**config.mk**
```make
export PLATFORM = sky130hd
export DESIGN_NAME = alu_op_sequencer
export DESIGN_NICKNAME = d
export VERILOG_FILES = /design/src/rtl/alu_op_sequencer.sv
export SDC_FILE = /design/constraint.sdc
export NUM_CORES = 1
export LEC_CHECK = 0
export BUFFER_PORTS_ARGS = -buffer_cell sky130_fd_sc_hd__buf_4
export CORE_MARGIN = 2
export CORE_UTILIZATION = 50
export DETAILED_ROUTE_END_ITERATION = 10
export PLACE_DENSITY = 0.82
export SLEW_MARGIN = 20
export SYNTH_ARGS = -nofsm -noshare
export SYNTH_HDL_FRONTEND = slang
export SYNTH_SLANG_ARGS = --single-unit
```
**constraint.sdc**
```tcl
create_clock -name clk -period 3.2 [get_ports clk]
set_clock_uncertainty 0.15 [all_clocks]
set_input_delay 0.32 -clock clk [delete_from_list [all_inputs] [get_ports clk]]
set_output_delay 0.32 -clock clk [all_outputs]
set_load 0.02 [all_outputs]
```
**src/rtl/alu_op_sequencer.sv**
```systemverilog
// Command FIFO + IDLE/EXEC/DONE issue FSM in front of a combinational 4-bit ALU.
// Optional macro ALU_ACC_CHAIN_EN: chained commands take the last handed-off result as A.
module alu_op_sequencer #(
    parameter int FIFO_DEPTH = 4,
    parameter int CNT_W      = 8
) (
    input  logic             clk,
    input  logic             rst,
    input  logic             In_valid,
    output logic             In_ready,
    input  logic [3:0]       In_A,
    input  logic [3:0]       In_B,
    input  logic [2:0]       In_Opcode,
    input  logic             In_Chain,
    output logic [3:0]       ALU_A,
    output logic [3:0]       ALU_B,
    output logic [2:0]       ALU_Opcode,
    input  logic [3:0]       ALU_Result,
    input  logic             ALU_Carry,
    input  logic             ALU_Zero,
    output logic             Out_valid,
    input  logic             Out_ready,
    output logic [3:0]       Out_Result,
    output logic             Out_Carry,
    output logic             Out_Zero,
    output logic             Busy,
    output logic [CNT_W-1:0] Op_count
);
    localparam int PW = (FIFO_DEPTH > 1) ? $clog2(FIFO_DEPTH) : 1;
    localparam int OW = PW + 1;

    typedef enum logic [1:0] {IDLE, EXEC, DONE} state_t;

    state_t           state_q;
    logic [3:0]       mem_a_q  [FIFO_DEPTH];
    logic [3:0]       mem_b_q  [FIFO_DEPTH];
    logic [2:0]       mem_op_q [FIFO_DEPTH];
    logic [PW-1:0]    wr_ptr_q, rd_ptr_q;
    logic [OW-1:0]    count_q;
    logic [3:0]       alu_a_q, alu_b_q, out_result_q;
    logic [2:0]       alu_op_q;
    logic             out_valid_q, out_carry_q, out_zero_q;
    logic [CNT_W-1:0] op_count_q;
`ifdef ALU_ACC_CHAIN_EN
    logic             mem_ch_q [FIFO_DEPTH];
    logic [3:0]       last_result_q;
`endif

    logic       full, empty, push, pop, out_hs;
    logic [3:0] head_a_d;

    assign full   = (count_q == OW'(FIFO_DEPTH));
    assign empty  = (count_q == '0);
    assign push   = In_valid && !full;
    assign out_hs = (state_q == DONE) && Out_ready;
    assign pop    = !empty && ((state_q == IDLE) || out_hs);

    always_comb begin
        head_a_d = mem_a_q[rd_ptr_q];
`ifdef ALU_ACC_CHAIN_EN
        // Back-to-back pop from DONE happens on the same edge Last_result loads,
        // so forward the result being handed off.
        if (mem_ch_q[rd_ptr_q])
            head_a_d = (state_q == DONE) ? out_result_q : last_result_q;
`endif
    end

    always_ff @(posedge clk) begin
        if (push) begin
            mem_a_q[wr_ptr_q]  <= In_A;
            mem_b_q[wr_ptr_q]  <= In_B;
            mem_op_q[wr_ptr_q] <= In_Opcode;
`ifdef ALU_ACC_CHAIN_EN
            mem_ch_q[wr_ptr_q] <= In_Chain;
`endif
        end
    end

    always_ff @(posedge clk or posedge rst) begin
        if (rst) begin
            state_q      <= IDLE;
            wr_ptr_q     <= '0;
            rd_ptr_q     <= '0;
            count_q      <= '0;
            alu_a_q      <= '0;
            alu_b_q      <= '0;
            alu_op_q     <= '0;
            out_valid_q  <= 1'b0;
            out_result_q <= '0;
            out_carry_q  <= 1'b0;
            out_zero_q   <= 1'b0;
            op_count_q   <= '0;
`ifdef ALU_ACC_CHAIN_EN
            last_result_q <= '0;
`endif
        end else begin
            if (push) wr_ptr_q <= wr_ptr_q + PW'(1);
            if (pop)  rd_ptr_q <= rd_ptr_q + PW'(1);
            case ({push, pop})
                2'b10:   count_q <= count_q + OW'(1);
                2'b01:   count_q <= count_q - OW'(1);
                default: count_q <= count_q;
            endcase
            if (pop) begin
                alu_a_q  <= head_a_d;
                alu_b_q  <= mem_b_q[rd_ptr_q];
                alu_op_q <= mem_op_q[rd_ptr_q];
            end
            case (state_q)
                IDLE: if (!empty) state_q <= EXEC;
                EXEC: begin
                    out_result_q <= ALU_Result;
                    out_carry_q  <= ALU_Carry;
                    out_zero_q   <= ALU_Zero;
                    out_valid_q  <= 1'b1;
                    state_q      <= DONE;
                end
                DONE: if (Out_ready) begin
                    out_valid_q <= 1'b0;
                    op_count_q  <= op_count_q + CNT_W'(1);
`ifdef ALU_ACC_CHAIN_EN
                    last_result_q <= out_result_q;
`endif
                    state_q     <= empty ? IDLE : EXEC;
                end
                default: state_q <= IDLE;
            endcase
        end
    end

    assign In_ready   = !full;
    assign ALU_A      = alu_a_q;
    assign ALU_B      = alu_b_q;
    assign ALU_Opcode = alu_op_q;
    assign Out_valid  = out_valid_q;
    assign Out_Result = out_result_q;
    assign Out_Carry  = out_carry_q;
    assign Out_Zero   = out_zero_q;
    assign Busy       = (state_q != IDLE) || !empty;
    assign Op_count   = op_count_q;

`ifndef ALU_ACC_CHAIN_EN
    logic unused_chain;
    assign unused_chain = In_Chain;
`endif
endmodule

```
==> results.toml <==
[status]
outcome = "complete, no violations"

[clocking]
root_buffer = "clkbuf_8"
htree_num_levels = 3
cts_tree = "yes"
clock-sinks = 79
cts_buffer_depth = 2
clk_pin_slew_worst_paths_ps = 80
insertion_delay_ps = 340
postCtsSetupBuffers = 0
cts_buffers = 9

[floorplan]
fp.dieW_um = 83.8
die_area_mm2 = 0.00703
ios = 50
die_h_um = 83.8
coreArea_mm2 = 0.00624
placementRows = 29
initial_utilization = 0.511

[power_and_ir_drop]
p_leak_nw = 1.58
p_seq_frac = 0.440
swShare = 0.336
p_sw_w = 0.00129
ir_drop_mv = 0.463
p_per_area_mw_per_mm2 = 1000
p_int_w = 0.00255
combinationalPowerShare = 0.372
total_power_w = 0.00384
clkPwrFrac = 0.188

[timing]
tns_ps = 0
finalMaxSlewViolations = 0
min_period_ps = 2380
fmax_mhz = 420
slew_headroom = 0.504
tightest_slew_ps = 744
rsz0062_at_grt = "false"
fin_crit_sh = 0.744
hold_ws_ps = 21.5
setup_viol = 0
finalHoldViolations = 0

[synth]
muxShareOfSynthArea = 0.161
synth_fa_ha_area_frac = 0.0298
netlist_area_mm2 = 0.00319
syn_avg_cell_area_um2 = 18.4
yosys.area_share.xor_xnor = 0.0357
ys_seq_area_frac = 0.689
synth-seq-cells = 79
synth_compound_area_frac = 0.00314
yosys_warnings = 0
synthCells = 173
yosys.area_share.simple = 0.0597
synth_fp_nets = 202
synth_top_family_by_area = "multiplexers"
ys_types = 32

[global_route]
grt_pass1_wl_um = 8630
grt_util_all_layers = 0.165
grtUsageMet1 = 0.210
antenna_found_initial = 0
use_met2 = 0.265
grt_pass1_vias = 1695
grt_max_degree = 36
met3_usage = 0.0346
grt_busiest_layer = "met2"
grt_overflow = 0

[worst_setup_path]
cp_data_required_time_ps = 3320
crit_chain = "or3b_4 > and2_4 > inv_1 > ha_1 > inv_1 > fa_1 > xor2_1 > nor2_1 > xor2_1"
cp.arrival_ps = 2500
cp-end-kind = "register"
worst-r2r-setup-slack_ps = 820
critPathKind = "register to register"
critPathSlowestCell = "or3b_4"
crit_fanout = 6
critical_path.max_stage_delay_ps = 450
cp-start-kind = "register"

[route]
drc = 0
vias = 1618
wl_per_cell_um = 16.8
routed_wl_um = 5230
final_antenna_net_count = 0
viasPerCell = 5.19
dr.pass1.iters = 4
drt_first_iter_violations = 82

[final_layout]
syn2layout_area_growth_pct = 20.1
n_antenna_cell = 0
nets = 259
final-seq-area_mm2 = 0.00220
fillers = 459
drive_gt1_frac = 0.417
layout_commonest_cell = "buf_4"
fin_cells = 312
multi_input_area_um2 = 922
layout_common_cells = "50 x buf_4, 44 x edfxtp_1, 35 x dfrtp_1"

[place]
port_buffers = 48
gp_congestion = 0.767
dp_hpwl_um = 3440
place_inst = 295

[job]
max-cap-violations = 0

[worst_hold_path]
hold_class = "primary input to register"
## per-layer routing
metal	up-vias	wire length, µm	part of all wire
met5	-	0	0
met4	0	112	0.021
met3	8	133	0.025
met2	25	2810	0.54
met1	829	2180	0.42
li1	756	-	-
## power groups by stage
stage,sequential [W],combinational [W],clock (W)
2_1_floorplan,0.00178,0.000901,0
3_3_place_gp,0.00169,0.00138,0
3_5_place_dp,0.00172,0.00144,0
4_1_cts,0.00170,0.00145,0.000735
5_1_grt,0.00174,0.00154,0.000782
6_report,0.00169,0.00143,0.000721
## cells in the mapped netlist
| master | count | area share |
|---|---|---|
| nor3_2 | 1 | 0.0031 |
| and3b_1 | 1 | 0.0027 |
| nor4b_1 | 1 | 0.0027 |
| buf_2 | 3 | 0.0047 |
| a21oi_1 | 2 | 0.0031 |
| mux2_1 | 1 | 0.0035 |
| and4_1 | 2 | 0.0055 |
| nor3b_1 | 1 | 0.0024 |
| mux4_2 | 9 | 0.064 |
| mux2_2 | 9 | 0.032 |
| xor2_1 | 5 | 0.014 |
| nor2b_1 | 2 | 0.0039 |
| or2_2 | 1 | 0.0020 |
| inv_1 | 8 | 0.0094 |
| mux2_4 | 9 | 0.042 |
| mux4_1 | 2 | 0.016 |
| mux2i_1 | 1 | 0.0031 |
| nor2_1 | 2 | 0.0024 |
| fa_1 | 1 | 0.0063 |
| and2_4 | 1 | 0.0027 |
| edfxtp_1 | 44 | 0.41 |
| and3_1 | 5 | 0.0098 |
| nor3_4 | 1 | 0.0051 |
| ha_1 | 6 | 0.024 |
| nor3_1 | 1 | 0.0016 |
| buf_6 | 2 | 0.0071 |
| dfrtp_1 | 35 | 0.27 |
| or3b_4 | 1 | 0.0035 |
| nand2_1 | 3 | 0.0035 |
| xnor2_1 | 8 | 0.022 |
| nand3_1 | 3 | 0.0047 |
| nand4_1 | 2 | 0.0039 |
## per-stage QoR
step	setup slack (ps)	cell area, µm²	utilization
global route	706	3830	0.613
global placement	894	3620	0.580
detailed placement	843	3620	0.580
floorplan	917	3190	-
finish	819	3830	0.613
CTS	810	3830	0.613
## state kept, by name, summed over array words and instances, names as in the netlist
| register | cells |
|---|---|
| count_q | 3 |
| Out_Carry | 1 |
| Out_Zero | 1 |
| mem_b_q | 16 |
| ALU_B | 4 |
| mem_op_q | 12 |
| rd_ptr_q | 2 |
| state_q | 2 |
| Out_valid | 1 |
| wr_ptr_q | 2 |
| mem_a_q | 16 |
| ALU_A | 4 |
| ALU_Opcode | 3 |
| Out_Result | 4 |
| Op_count | 8 |
## cell families (layout without fill, tap and decap cells)
group	after synthesis	count (layout)
compound gates	2	2
xor+xnor	13	13
fa+ha+maj	7	7
buf+inv	13	75
flops	79	79
mux	31	31
simple gates	28	28
## final cells by class
cell class                 instances  area share
sequential                        79       0.574
multi-input combinational         81       0.241
timing repair buffer              51       0.101
clock buffer                       9      0.0324
tap                               77      0.0252
clock inverter                     7      0.0190
inverter                           8     0.00785
## worst max-delay path, delay by kind of cell, from the launching register on
family        cells  cell delay (ps)
simple gates      3              750
fa+ha+maj         2              550
flops             1              440
xor+xnor          2              300
buf+inv           2              120
## what timing repair did
item	4_1_cts	5_1_grt
hold endpoints to repair	35	0
hold buffers	1	0
gates resized for setup	0	0
## final timing paths
check,from,to,depth (start not counted)
max,count_q[0],count_q[2],9
min,In_A[1],mem_a_q[2][1],1
max reg2reg,count_q[0],count_q[2],9
min reg2reg,Op_count[7],Op_count[7],1
max in group asynchronous,rst,rd_ptr_q[1],4
min in group asynchronous,rst,ALU_Opcode[0],4
Note: power is estimated with default switching activity, not from simulation.
